<file path="config.mk">
export PLATFORM = sky130hd
export DESIGN_NAME = mc_control_fsm
export DESIGN_NICKNAME = d
export VERILOG_FILES = /design/src/rtl/mips_pkg.sv /design/src/rtl/mc_alu_decode.sv /design/src/rtl/mc_control_fsm.sv
export SDC_FILE = /design/constraint.sdc
export NUM_CORES = 1
export LEC_CHECK = 0
export BUFFER_PORTS_ARGS = -buffer_cell sky130_fd_sc_hd__buf_2
export CAP_MARGIN = 20
export CELL_PAD_IN_SITES_DETAIL_PLACEMENT = 1
export CELL_PAD_IN_SITES_GLOBAL_PLACEMENT = 1
export CORE_MARGIN = 8
export CORE_UTILIZATION = 38
export DETAILED_ROUTE_END_ITERATION = 10
export GPL_TIMING_DRIVEN = 0
export PLACE_DENSITY_LB_ADDON = 0.08
export SLEW_MARGIN = 20
export SYNTH_ARGS = -nofsm -noshare
export SYNTH_HDL_FRONTEND = slang
export SYNTH_SLANG_ARGS = --single-unit
export TNS_END_PERCENT = 100
</file>
<file path="constraint.sdc">
create_clock -name i_clk -period 2.27 [get_ports i_clk]
set_clock_uncertainty 0.1 [all_clocks]
set_input_delay 0 -clock i_clk [delete_from_list [all_inputs] [get_ports i_clk]]
set_output_delay 0 -clock i_clk [all_outputs]
set_load 0.005 [all_outputs]
</file>
<file path="src/rtl/mips_pkg.sv">
// Shared encodings for the multi-cycle MIPS-32 core: opcodes, functs, ALU
// controls, datapath mux selects and the sequencer state set.
package mips_pkg;

  localparam logic [5:0] OP_RTYPE = 6'b000000;
  localparam logic [5:0] OP_LW    = 6'b100011;
  localparam logic [5:0] OP_SW    = 6'b101011;
  localparam logic [5:0] OP_BEQ   = 6'b000100;
  localparam logic [5:0] OP_ADDI  = 6'b001000;
  localparam logic [5:0] OP_J     = 6'b000010;

  localparam logic [5:0] FN_ADD = 6'b100000;
  localparam logic [5:0] FN_SUB = 6'b100010;
  localparam logic [5:0] FN_AND = 6'b100100;
  localparam logic [5:0] FN_OR  = 6'b100101;
  localparam logic [5:0] FN_SLT = 6'b101010;

  localparam logic [3:0] ALU_AND = 4'b0000;
  localparam logic [3:0] ALU_OR  = 4'b0001;
  localparam logic [3:0] ALU_ADD = 4'b0010;
  localparam logic [3:0] ALU_SUB = 4'b0110;
  localparam logic [3:0] ALU_SLT = 4'b0111;

  localparam logic [1:0] SRCB_B       = 2'b00;
  localparam logic [1:0] SRCB_FOUR    = 2'b01;
  localparam logic [1:0] SRCB_IMM     = 2'b10;
  localparam logic [1:0] SRCB_IMM_SH2 = 2'b11;

  localparam logic [1:0] PCSRC_ALU    = 2'b00;
  localparam logic [1:0] PCSRC_ALUOUT = 2'b01;
  localparam logic [1:0] PCSRC_JUMP   = 2'b10;

  typedef enum logic [3:0] {
    S_FETCH, S_DECODE, S_MEMADR, S_MEMRD, S_MEMWB, S_MEMWR,
    S_EXEC, S_RTWB, S_BRANCH, S_ADDIEX, S_ADDIWB, S_JUMP
  } state_e;

endpackage

</file>
<file path="src/rtl/mc_alu_decode.sv">
// R-type funct to ALU control; unknown functs fall back to ADD and flag illegal.
module mc_alu_decode
  import mips_pkg::*;
(
  input  logic [5:0] funct,
  output logic [3:0] alu_control,
  output logic       illegal
);

  always_comb begin
    alu_control = ALU_ADD;
    illegal     = 1'b0;
    case (funct)
      FN_ADD:  alu_control = ALU_ADD;
      FN_SUB:  alu_control = ALU_SUB;
      FN_AND:  alu_control = ALU_AND;
      FN_OR:   alu_control = ALU_OR;
      FN_SLT:  alu_control = ALU_SLT;
      default: illegal     = 1'b1;
    endcase
  end

endmodule

</file>
<file path="src/rtl/mc_control_fsm.sv">
// Moore sequencer for the multi-cycle MIPS-32 datapath, with a retired-
// instruction counter. Outputs decode the registered state and are held low in reset.
module mc_control_fsm
  import mips_pkg::*;
#(
  parameter int CNT_W = 32
) (
  input  logic             i_clk,
  input  logic             i_rst,
  input  logic [5:0]       i_opcode,
  input  logic [5:0]       i_funct,
  input  logic             i_zero,
  input  logic             i_mem_ready,
  output logic             o_pc_en,
  output logic             o_iord,
  output logic             o_mem_read,
  output logic             o_mem_write,
  output logic             o_ir_write,
  output logic             o_reg_dst,
  output logic             o_mem_to_reg,
  output logic             o_reg_write,
  output logic             o_alu_src_a,
  output logic [1:0]       o_alu_src_b,
  output logic [1:0]       o_pc_src,
  output logic [3:0]       o_alu_control,
  output logic             o_illegal,
  output logic [CNT_W-1:0] o_instr_count
);

  state_e           state_q, state_d;
  logic [CNT_W-1:0] cnt_q;
  logic [3:0]       fn_alu;
  logic             fn_illegal;
  logic             op_legal;
  logic             retire;

  mc_alu_decode u_alu_decode (
    .funct       (i_funct),
    .alu_control (fn_alu),
    .illegal     (fn_illegal)
  );

  always_comb begin
    case (i_opcode)
      OP_RTYPE, OP_LW, OP_SW, OP_BEQ, OP_ADDI, OP_J: op_legal = 1'b1;
      default:                                       op_legal = 1'b0;
    endcase
  end

  always_comb begin
    state_d = S_FETCH;
    case (state_q)
      S_FETCH:  state_d = i_mem_ready ? S_DECODE : S_FETCH;
      S_DECODE: begin
        case (i_opcode)
          OP_LW, OP_SW: state_d = S_MEMADR;
          OP_RTYPE:     state_d = S_EXEC;
          OP_BEQ:       state_d = S_BRANCH;
          OP_ADDI:      state_d = S_ADDIEX;
          OP_J:         state_d = S_JUMP;
          default:      state_d = S_FETCH;
        endcase
      end
      S_MEMADR: state_d = (i_opcode == OP_LW) ? S_MEMRD : S_MEMWR;
      S_MEMRD:  state_d = i_mem_ready ? S_MEMWB : S_MEMRD;
      S_MEMWR:  state_d = i_mem_ready ? S_FETCH : S_MEMWR;
      S_EXEC:   state_d = fn_illegal ? S_FETCH : S_RTWB;
      S_ADDIEX: state_d = S_ADDIWB;
      default:  state_d = S_FETCH;
    endcase
  end

  // Last cycle of every completed instruction; illegal paths never land here.
  always_comb begin
    case (state_q)
      S_MEMWB, S_RTWB, S_BRANCH, S_ADDIWB, S_JUMP: retire = 1'b1;
      S_MEMWR:                                     retire = i_mem_ready;
      default:                                     retire = 1'b0;
    endcase
  end

  always_ff @(posedge i_clk) begin
    if (i_rst) begin
      state_q <= S_FETCH;
      cnt_q   <= '0;
    end else begin
      state_q <= state_d;
      if (retire) cnt_q <= cnt_q + 1'b1;
    end
  end

  always_comb begin
    o_pc_en       = 1'b0;
    o_iord        = 1'b0;
    o_mem_read    = 1'b0;
    o_mem_write   = 1'b0;
    o_ir_write    = 1'b0;
    o_reg_dst     = 1'b0;
    o_mem_to_reg  = 1'b0;
    o_reg_write   = 1'b0;
    o_alu_src_a   = 1'b0;
    o_alu_src_b   = SRCB_B;
    o_pc_src      = PCSRC_ALU;
    o_alu_control = 4'b0000;
    o_illegal     = 1'b0;
    if (!i_rst) begin
      case (state_q)
        S_FETCH: begin
          o_mem_read    = 1'b1;
          o_alu_src_b   = SRCB_FOUR;
          o_alu_control = ALU_ADD;
          o_ir_write    = i_mem_ready;
          o_pc_en       = i_mem_ready;
        end
        S_DECODE: begin
          o_alu_src_b   = SRCB_IMM_SH2;
          o_alu_control = ALU_ADD;
          o_illegal     = !op_legal;
        end
        S_MEMADR, S_ADDIEX: begin
          o_alu_src_a   = 1'b1;
          o_alu_src_b   = SRCB_IMM;
          o_alu_control = ALU_ADD;
        end
        S_MEMRD: begin
          o_mem_read = 1'b1;
          o_iord     = 1'b1;
        end
        S_MEMWB: begin
          o_reg_write  = 1'b1;
          o_mem_to_reg = 1'b1;
        end
        S_MEMWR: begin
          o_mem_write = 1'b1;
          o_iord      = 1'b1;
        end
        S_EXEC: begin
          o_alu_src_a   = 1'b1;
          o_alu_control = fn_alu;
          o_illegal     = fn_illegal;
        end
        S_RTWB: begin
          o_reg_write = 1'b1;
          o_reg_dst   = 1'b1;
        end
        S_BRANCH: begin
          o_alu_src_a   = 1'b1;
          o_alu_control = ALU_SUB;
          o_pc_src      = PCSRC_ALUOUT;
          o_pc_en       = i_zero;
        end
        S_ADDIWB: o_reg_write = 1'b1;
        S_JUMP: begin
          o_pc_src = PCSRC_JUMP;
          o_pc_en  = 1'b1;
        end
        default: ;
      endcase
    end
  end

  assign o_instr_count = i_rst ? '0 : cnt_q;

endmodule
</file>
# Word-level counts from Yosys, hierarchy flattened
# Cells that the tools add are included.
# op_classes
addsub	1
n_eq_ne	21
n_mux	38
n_reduce_logical	13
# op_table
op	count
equality test 6 bit, second input constant	7
adder 32 x 1 -> 32 bit, second input constant	1
2-to-1 mux 32 bit	1
one-hot mux 4 bit (7 select lines)	1
2-to-1 mux 1 bit	21
one-hot mux 4 bit (5 select lines)	1
equality test 4 x 3 -> 1 bit, second input constant	4
equality test 4 bit, second input constant	4
2-to-1 mux 3 bit	4
one-hot mux 3 bit (4 select lines)	1
one-hot mux 4 bit (3 select lines)	1
OR reduction 5 bit	2
equality test 4 x 2 -> 1 bit, second input constant	2
OR reduction 2 bit	4
OR reduction 4 bit	2
equality test 6 x 2 -> 1 bit, second input constant	1
equality test 6 x 3 -> 1 bit, second input constant	1
equality test 6 x 4 -> 1 bit, second input constant	1
logical NOT 6 bit	1
one-hot mux 2 bit (3 select lines)	1
OR reduction 6 bit	1
equality test 4 x 1 -> 1 bit, second input constant	1
logical NOT 4 bit	1
2-to-1 mux 2 bit	2
6 further kinds	7
# word_totals
regBits	36
input_bits	16
word_cells	75

# Longest topological paths before layout
# logic_depth
depth_word	6
ltp_mapped	6

# Cells and area by module
# From an unflattened synthesis, not the netlist that was laid out.
# unflattened
hier_cells	333
area_unflattened_um2	2523.7
# by_module_without_submodules
module	instances	cells_each	area_per_inst_um2
mc_control_fsm	1	321	2428.6
mc_alu_decode	1	12	95.1

# Least setup slack after synthesis
# Ideal clock, no wire load.
# synth_timing
kind	register to register
start	register state_q[2]
end	register cnt_q[31]
t_arrival_ns	1.547
required_ns	2.047
slack_ns	0.500
path_stages_with_launch	6
n_path_buf	1
period_less_slack_ns	1.770
path_cell_list	dfxtp_1 -> clkbuf_1 -> a22o_1 -> nor4_2 -> nand4_1 -> mux2_1
# synth_via
elab_chain_len	3
word_cells_on_any_way	8
cone_classes	6 x eq/ne; 1 x mux; 1 x reduce/logical
# synth_rtl
element	line	source
start, declared	mc_control_fsm.sv:30	state_e state_q, state_d;
start signal, assigned	mc_control_fsm.sv:87	state_q <= state_d;
equality test 4 bit or equality test 4 x 3 -> 1 bit (tied branches)	mc_control_fsm.sv:75	case (state_q)
OR reduction 5 bit	mc_control_fsm.sv:75	
one-hot mux 1 bit (2 select lines) *	mc_control_fsm.sv:75	
end signal, assigned	mc_control_fsm.sv:88	if (retire) cnt_q <= cnt_q + 1'b1;
end, declared	mc_control_fsm.sv:31	logic [CNT_W-1:0] cnt_q;
# Mark *: on every way between the ends. The rest lies on a longest branch, timed or not.
# A chain may end at the register's enable or synchronous reset.

# Worst setup path in the final report
# layout_timing
start	register state_q[2]
end	output port o_alu_control[2]
# layout_via
elab_chain_len	4
word_cells_on_any_way	9
cone_classes	5 x eq/ne; 2 x mux; 2 x reduce/logical
# layout_rtl
element	line	source
equality test 4 x 1 -> 1 bit (tied with other cells)	mc_control_fsm.sv:107	case (state_q)
OR reduction 4 bit (no source line)	n/a	
one-hot mux 4 bit (3 select lines) *	mc_control_fsm.sv:107	
2-to-1 mux 4 bit *	mc_control_fsm.sv:106	if (!i_rst) begin
end, declared	mc_control_fsm.sv:25	output logic [3:0] o_alu_control,
# Marks and branches as above.

==> impl_metrics.tcl <==
set metrics [dict create \
    route.detailed.drc 0 \
    ys_top_cells_by_count "nor2_1 (42), dfxtp_1 (36), nor2b_1 (30)" \
    seqCellArea_sq_um 721 \
    antenna_found_initial 0 \
    clk-insertion-delay-late_ns 0.30 \
    worstMarginPinSlew_ns 0.544 \
    ys_ff_latch 36 \
    core_sq_um 6280 \
    portBuffers 64 \
    crit_family "simple AND/OR/NAND/NOR gates" \
    outcome "finished clean" \
    clkTransAtPathRegs_ns 0.08 \
    n_fill_cell 842 \
    slew_headroom_pct 63.7 \
    ys.warnings.count 0 \
    num_rows 29 \
    clock-root-buffer "clkbuf_8" \
    cp_num_buf_inv 1 \
    power_switching_uw 345 \
    power.share.combinational_pct 10.0 \
    synth_mux_area_share_pct 0.874 \
    yosysSeqAreaShare_pct 29.6 \
    grt.overflow.total 0 \
    ant_nets 0 \
    yosys.area.top_type "dfxtp_1" \
    grt_pass1_vias 2661 \
    synth_cell_types 53 \
    synth_top_area_share_pct 29.6 \
    whs_ns 0.0549 \
    drive_above_1_share_pct 24.4 \
    max_stage_delay_ns 0.60 \
    finalMaxSlewViolations 0 \
    routabilityCongestion 0.877 \
    num-nets-final 410 \
    grtUsageTotal_pct 17.8 \
    synth_top_family_by_area "simple AND/OR/NAND/NOR gates" \
    vias_per_cell 5.56 \
    hold_class "input pin to flop" \
    seqPwrFrac_pct 51.3 \
    synth_ff_type "dfxtp_1" \
    hpwl_microns 5910 \
    grt_max_degree 13 \
    vdd_drop_max_mv 0.275 \
    drt-initial-drc-count 67 \
    stdcell_count 471 \
    multi_input_area_sq_um 1640 \
    grt_pass1_wl_microns 13100 \
    synthAdderAreaFrac_pct 0.514 \
    fmax_ghz 0.460 \
    fp.dieW_microns 96.0 \
    rsz0062_at_grt "false" \
    placedCellCount 461 \
    cap_violations 0 \
    synth_compound_area_share_pct 16.4 \
    period_minus_slack_ns 2.17 \
    worstPathRequired_ns 2.17 \
    syn_inst 320 \
    async_flop_share_pct 0 \
    path_cells "nand2b_1, or2_2, or3_1, o21bai_1, buf_2" \
    synth_edf_count 0 \
    synth_most_common_cell "nor2_1" \
    final_area_sq_um 3000 \
    wl_microns 7880 \
    setup_viol 0 \
    p_per_area_nw_per_um2 411 \
    worst-setup-path-type "flop to output port" \
    htree_levels 2 \
    postCtsSetupRepairBufs 0 \
    antennaDiodeCount 0 \
    synthSimpleGateAreaFrac_pct 42.4 \
    syn_avg_cell_area_sq_um 7.61 \
    crit_arrival_ns 2.07 \
    syn-num-nets 337 \
    cts_buffers 5 \
    switching_share_pct 27.9 \
    crit_path_start_kind "flop" \
    ios 66 \
    cts.sinks 36 \
    crit_fanout 9 \
    drtPass1Iterations 4 \
    hold_viol_final 0 \
    slowest_stage "dfxtp_1" \
    initial_core_util_pct 38.8 \
    fin_crit_sh_pct 95.7 \
    synth-xor-area-share_pct 5.76 \
    finalCoreUtilization_pct 47.9 \
    die_h_microns 96.0 \
    vias 2621 \
    clk_path_buf_depth 2 \
    p_leak_uw 0.00115 \
    dieArea_sq_um 9220 \
    synth_area_sq_um 2430 \
    clkPwrFrac_pct 38.6 \
    area_delta_synth_final_pct 23.4 \
    intPower_uw 891 \
    end_kind "output port" \
    wl_per_cell_microns 16.7 \
    cts_tree "done" \
    synth_top_cells_by_area "dfxtp_1 (30%), nor2b_1 (7.7%), nor2_1 (6.5%)" \
    fin_setup_tns_ns 0 \
    dpl-instance-area_sq_um 2850 \
]
metrics by stage:
| stage | setup slack (ns) | total power (uW) |
|---|---|---|
| after detailed placement | 0.149 | 768 |
| after CTS | 0.0180 | 1250 |
| final | 0.0984 | 1240 |
| after global routing | 0.00842 | 1290 |
| after floorplan | 0.500 | 715 |
| after global placement | 0.165 | 766 |
metal layers:
layer / up-vias / global-route usage [%] / share of wire, %
met1: 1262 / 22.4 / 46
li1: 1299 / - / -
met4: 0 / 5.25 / 0.85
met3: 8 / 2.65 / 3.9
met5: - / 0 / 0
met2: 52 / 30.6 / 50
registers in the layout, summed over array words and instances, names as in the netlist:
signal,count
state_q,4
cnt_q,32
worst paths after layout:
kind,startpoint,end,slack [ns],cells after the start
max,state_q[2]$_SDFF_PP0_,o_alu_control[2],0.1,5
min reg2reg,cnt_q[24]$_SDFFE_PP0P_,cnt_q[24]$_SDFFE_PP0P_,0.40,2
min,i_rst,cnt_q[31]$_SDFFE_PP0P_,0.05,3
max reg2reg,state_q[1]$_SDFF_PP0_,cnt_q[24]$_SDFFE_PP0P_,0.15,6
worst reg2reg max path, stage by stage, from the launching register on:
cell      delay (ns)
dfxtp_1         0.41
nand2b_1        0.36
a21o_1          0.26
nand4b_4        0.18
buf_6           0.19
o41ai_1         0.39
a21oi_1         0.10
final cells by class:
class                           count  area share, %
Multi-Input combinational cell    260           54.6
Sequential cell                    36           24.0
Timing Repair Buffer               67           11.7
Tap cell                           77           3.21
Buffer                             18           2.96
Clock buffer                        5           2.29
Clock inverter                      3          0.625
Inverter                            5          0.625
cells in the final DEF, fill, tap and decap left out, types with 4 or more instances in the layout:
| master | count |
|---|---|
| nor2_1 | 41 |
| a21oi_1 | 22 |
| dfxtp_1 | 36 |
| clkbuf_8 | 5 |
| nand2b_1 | 9 |
| nand2_1 | 14 |
| buf_2 | 66 |
| nor2b_1 | 30 |
| inv_1 | 5 |
| or4_1 | 4 |
| nor3_1 | 10 |
| nand3_1 | 11 |
| o21ai_0 | 16 |
| nor4_1 | 11 |
| o31ai_1 | 5 |
| nand4_1 | 8 |
| or3_1 | 15 |
| clkbuf_1 | 9 |
| xnor2_1 | 14 |
what timing repair did:
action                                  4_1_cts  5_1_grt
gates resized for setup                       2       10
endpoints found under the setup margin        2       13
endpoints found under the hold margin         1        0
hold buffers                                  3        0
power groups by stage:
| stage | Sequential (uW) | Combinational, uW | Clock [uW] |
|---|---|---|---|
| final | 634 | 124 | 477 |
| after global routing | 635 | 138 | 516 |
| after CTS | 634 | 124 | 491 |
| after detailed placement | 649 | 119 | 0 |
| after global placement | 649 | 117 | 0 |
| after floorplan | 649 | 66.0 | 0 |
cell families (layout without fill, tap and decap cells):
logic type | after synthesis | count (layout)
simple gates | 176 | 176
fa+ha+maj | 1 | 1
mux | 2 | 2
xor+xnor | 16 | 16
buf+inv | 24 | 98
other cells | 1 | 1
compound gates | 64 | 64
flops | 36 | 36
Power figures use the tool's default switching activity.
